File: config.mk
export PLATFORM = sky130hd
export DESIGN_NAME = bcd_to_binary_seq
export DESIGN_NICKNAME = d
export VERILOG_FILES = /design/src/rtl/bcd_to_binary_seq.sv
export SDC_FILE = /design/constraint.sdc
export NUM_CORES = 1
export LEC_CHECK = 0
export BUFFER_PORTS_ARGS = -buffer_cell sky130_fd_sc_hd__clkbuf_2
export CAP_MARGIN = 10
export CELL_PAD_IN_SITES_DETAIL_PLACEMENT = 1
export CELL_PAD_IN_SITES_GLOBAL_PLACEMENT = 1
export CORE_AREA = 2 2 69 71
export DETAILED_ROUTE_END_ITERATION = 16
export DIE_AREA = 0 0 71 73
export HOLD_SLACK_MARGIN = 0.06
export PLACE_DENSITY = 0.85
export SLEW_MARGIN = 10
export SYNTH_ARGS = -nofsm -noshare
export SYNTH_HDL_FRONTEND = slang
export SYNTH_SLANG_ARGS = --single-unit
File: constraint.sdc
create_clock -name clk -period 1.66 [get_ports clk]
set_input_delay 0.332 -clock clk [delete_from_list [all_inputs] [get_ports clk]]
set_output_delay 0.332 -clock clk [all_outputs]
set_load 0.02 [all_outputs]
File: src/rtl/bcd_to_binary_seq.sv
// bcd_to_binary_seq: multi-cycle reverse double-dabble BCD -> binary converter.
// Define BCD_CHECK_EN to flag input nibbles above 9 and force bin_out to 0.
module bcd_to_binary_seq #(
  parameter int DIGITS = 3,
  parameter int BIN_W  = 10
) (
  input  logic                  clk,
  input  logic                  rst,
  input  logic [4*DIGITS-1:0]   bcd_in,
  input  logic                  in_valid,
  output logic                  in_ready,
  output logic [BIN_W-1:0]      bin_out,
  output logic                  out_valid,
  input  logic                  out_ready,
  output logic                  bcd_err
);

  localparam int W    = 4 * DIGITS;
  localparam int ITER = W;
  localparam int CW   = $clog2(ITER);

  typedef enum logic [1:0] {
    IDLE,
    SHIFT,
    DONE
  } state_t;

  state_t          state;
  state_t          state_nxt;
  logic [W-1:0]    bcd_q;
  logic [W-1:0]    bin_q;
  logic [W-1:0]    bcd_nxt;
  logic [W-1:0]    bin_nxt;
  logic [CW-1:0]   cnt;
  logic [BIN_W-1:0] res;
  logic [BIN_W-1:0] bin_r;
  logic            last;
  logic            err_q;

  assign last = (cnt == CW'(ITER - 1));

  // result keeps the low BIN_W bits of the binary shift register
  generate
    if (BIN_W <= W) begin : g_trunc
      assign res = bin_nxt[BIN_W-1:0];
    end else begin : g_ext
      assign res = {{(BIN_W - W){1'b0}}, bin_nxt};
    end
  endgenerate

  always_ff @(posedge clk or posedge rst) begin
    if (rst) state <= IDLE;
    else     state <= state_nxt;
  end

  always_comb begin
    state_nxt = state;
    unique case (state)
      IDLE:    if (in_valid)  state_nxt = SHIFT;
      SHIFT:   if (last)      state_nxt = DONE;
      DONE:    if (out_ready) state_nxt = IDLE;
      default:                state_nxt = IDLE;
    endcase
  end

  always_comb begin
    in_ready  = (state == IDLE);
    out_valid = (state == DONE);
    bin_out   = bin_r;
  end

  // one shift plus per-digit correction per cycle
  always_comb begin
    {bcd_nxt, bin_nxt} = {bcd_q, bin_q} >> 1;
    for (int i = 0; i < DIGITS; i++) begin
      if (bcd_nxt[4*i +: 4] >= 4'd8)
        bcd_nxt[4*i +: 4] = bcd_nxt[4*i +: 4] - 4'd3;
    end
  end

  always_ff @(posedge clk or posedge rst) begin
    if (rst) begin
      bcd_q <= '0;
      bin_q <= '0;
      cnt   <= '0;
      bin_r <= '0;
    end else begin
      unique case (state)
        IDLE: begin
          if (in_valid) begin
            bcd_q <= bcd_in;
            bin_q <= '0;
            cnt   <= '0;
          end
        end
        SHIFT: begin
          bcd_q <= bcd_nxt;
          bin_q <= bin_nxt;
          cnt   <= cnt + 1'b1;
          if (last) bin_r <= err_q ? '0 : res;
        end
        default: ;
      endcase
    end
  end

`ifdef BCD_CHECK_EN
  logic err_in;

  always_comb begin
    err_in = 1'b0;
    for (int i = 0; i < DIGITS; i++) begin
      if (bcd_in[4*i +: 4] > 4'd9) err_in = 1'b1;
    end
  end

  always_ff @(posedge clk or posedge rst) begin
    if (rst)
      err_q <= 1'b0;
    else if (state == IDLE && in_valid)
      err_q <= err_in;
  end

  assign bcd_err = err_q & out_valid;
`else
  assign err_q   = 1'b0;
  assign bcd_err = 1'b0;
`endif

endmodule

==> flow_metrics.tcl <==
set metrics [dict create \
    status "completed" \
    first_pass_iters 4 \
    stdcell_area_um2 2160 \
    cts_resized 0 \
    cts-root-buf "clkbuf_8" \
    ys_ff_latch 39 \
    cts_tree "done" \
    cts_setup_buffers 0 \
    hold_path_class "input pin to async pin" \
    ant_nets 0 \
    grt_max_degree 40 \
    synth.top_cell.area_share 0.521 \
    nets 209 \
    syn_nets 175 \
    synth_warnings 0 \
    crit_type "register to output port" \
    utilization 0.476 \
    final.setup.tns_ns 0 \
    die_w_um 71 \
    grt_overflow 0 \
    layout_setup_ws_ns 0.0799 \
    coreArea_um2 4540 \
    cts.sinks 39 \
    max-cap-violations 0 \
    netlist_instances 154 \
    setup_violations 0 \
    syn-cell-area_um2 1870 \
    final_hold_viol_count 0 \
    routed_wl_um 3900 \
    synth_edf_count 0 \
    cts_hold_buf 0 \
    min_period_ns 1.58 \
    synth-main-ff-cell "dfrtp_1" \
    drive_gt1_frac 0.319 \
    avgRoutedWirePerCell_um 16.1 \
    vias_per_cell 5.36 \
    skew_ns 0.00208 \
    drc 0 \
    syn2layout_area_growth_pct 15.4 \
    cp.required_ns 1.33 \
    rsz0062_at_grt "false" \
    max_freq_ghz 0.633 \
    synth-seq-area-share 0.521 \
    swShare 0.363 \
    dp_hpwl_um 2760 \
    seqPwrFrac 0.442 \
    rows 25 \
    endpoint_kind "output port" \
    async_flop_share 1.00 \
    grt_use_total 0.173 \
    die_h_um 73 \
    grt_pass1_wl_um 6820 \
    drt_iter0_drc 77 \
    synth.top_cells.by_area "dfrtp_1 52%, mux2_4 7.2%, a22o_1 5.1%" \
    worstPathMaxFanout 16 \
    synth_area_per_cell_um2 12.2 \
    ios 29 \
    final.period_utilization 0.952 \
    p_leak_nw 1.07 \
    start_kind "register" \
    start_util 0.413 \
    grt_pass1_vias 1387 \
    worstPathArrival_ns 1.25 \
    synth_most_common_cell "dfrtp_1" \
    place_area_um2 2070 \
    dieArea_um2 5180 \
    power_density_nw_per_um2 1770 \
    via_count 1296 \
    p_int_mw 2.43 \
    ir_drop_mv 0.531 \
    portBuffers 27 \
    power_frac_comb 0.388 \
    ys_top_cells_by_count "39 x dfrtp_1, 12 x nand2_1, 11 x a22o_1" \
    h-tree-depth 2 \
    synth_top_cell_by_area "dfrtp_1" \
    cts.clk_slew.worst_paths_ns 0.07 \
    slew_violations 0 \
    clockPowerShare 0.171 \
    numCtsBuffers 5 \
    antenna_found_initial 0 \
    dp_slack_ns 0.130 \
    p_sw_mw 1.39 \
    antenna_cells 0 \
    clockBufferDepth 2 \
    clk_latency_ns 0.29 \
    place_congestion 0.761 \
    yosysUniqueCellTypes 34 \
]
## routing by layer
| layer | vias to the layer above | GRT usage | part of all wire |
|---|---|---|---|
| li1 | 609 | - | - |
| met1 | 650 | 0.219 | 0.46 |
| met2 | 32 | 0.286 | 0.48 |
| met3 | 5 | 0.0401 | 0.048 |
| met4 | 0 | 0.0692 | 0.012 |
| met5 | - | 0 | 0 |
## placed cells by master (no fill, tap or decap), drive strengths merged, types with 3 or more instances in the layout
cell / netlist / final
nand2: 12 / 12
a21oi: 5 / 5
a31oi: 4 / 4
ha: 5 / 5
buf: 10 / 11
nor2: 5 / 5
o31ai: 3 / 3
a22o: 11 / 11
nor2b: 9 / 9
and3b: 3 / 3
mux2: 10 / 10
dfrtp: 39 / 39
o21ai: 8 / 8
inv: 9 / 9
clkbuf: 0 / 32
xnor2: 4 / 4
## sequential cells by signal, summed over array words and instances, names as in the netlist
| name | count |
|---|---|
| state | 2 |
| bcd_q | 12 |
| bin_out | 10 |
| bin_q | 11 |
| cnt | 4 |
## layout make-up
class / instances / area (um2)
Clock buffer: 6 / 82.6
Clock inverter: 1 / 5.00
Fill cell: 491 / 2370
Inverter: 9 / 33.8
Multi-Input combinational cell: 96 / 772
Sequential cell: 39 / 977
Tap cell: 54 / 67.6
Timing Repair Buffer: 37 / 223
## cell families (layout without fill, tap and decap cells)
group / Yosys count / count (layout) / synth area share
adders and majority gates: 5 / 5 / 0.0334
DFF: 39 / 39 / 0.521
xor gates and xnor gates: 4 / 4 / 0.0187
buffers and inverters: 19 / 53 / 0.0675
other: 1 / 1 / 0.00200
muxes: 10 / 10 / 0.0782
and+or+nand+nor: 33 / 33 / 0.106
AOI/OAI and AO/OA: 43 / 43 / 0.172
## worst max-delay path, cell delays in order (launching register included)
cell      delay [ns]
dfrtp_1         0.42
buf_4           0.21
nor2_2          0.13
clkbuf_2        0.19
## worst paths after layout
kind                       startpoint    endpoint  slack [ns]  cells after the start
max in group asynchronous         rst    state[1]        1.16                      3
max reg2reg                    cnt[0]  bin_out[8]        0.14                      5
min reg2reg                 bin_q[11]   bin_q[11]        0.50                      2
max                          state[0]   out_valid        0.08                      3
min in group clk           bcd_in[11]   bcd_q[11]        0.29                      2
min                               rst    bin_q[5]        0.13                      3
## power by group through the flow
stage | clock (mW) | sequential [mW] | combinational, mW
after floorplan | 0 | 1.74 | 1.06
after global placement | 0 | 1.69 | 1.43
after detailed placement | 0 | 1.72 | 1.50
after CTS | 0.675 | 1.70 | 1.51
after global routing | 0.713 | 1.76 | 1.65
final | 0.652 | 1.69 | 1.48
## stage by stage
stage / hold WS, ns / total power, mW / cells
2_1_floorplan: 0.450 / 2.80 / 154
3_3_place_gp: 0.454 / 3.12 / 235
3_5_place_dp: 0.472 / 3.22 / 235
4_1_cts: 0.156 / 3.89 / 242
5_1_grt: 0.180 / 4.13 / 242
6_report: 0.134 / 3.82 / 242
Power figures use the tool's default switching activity.
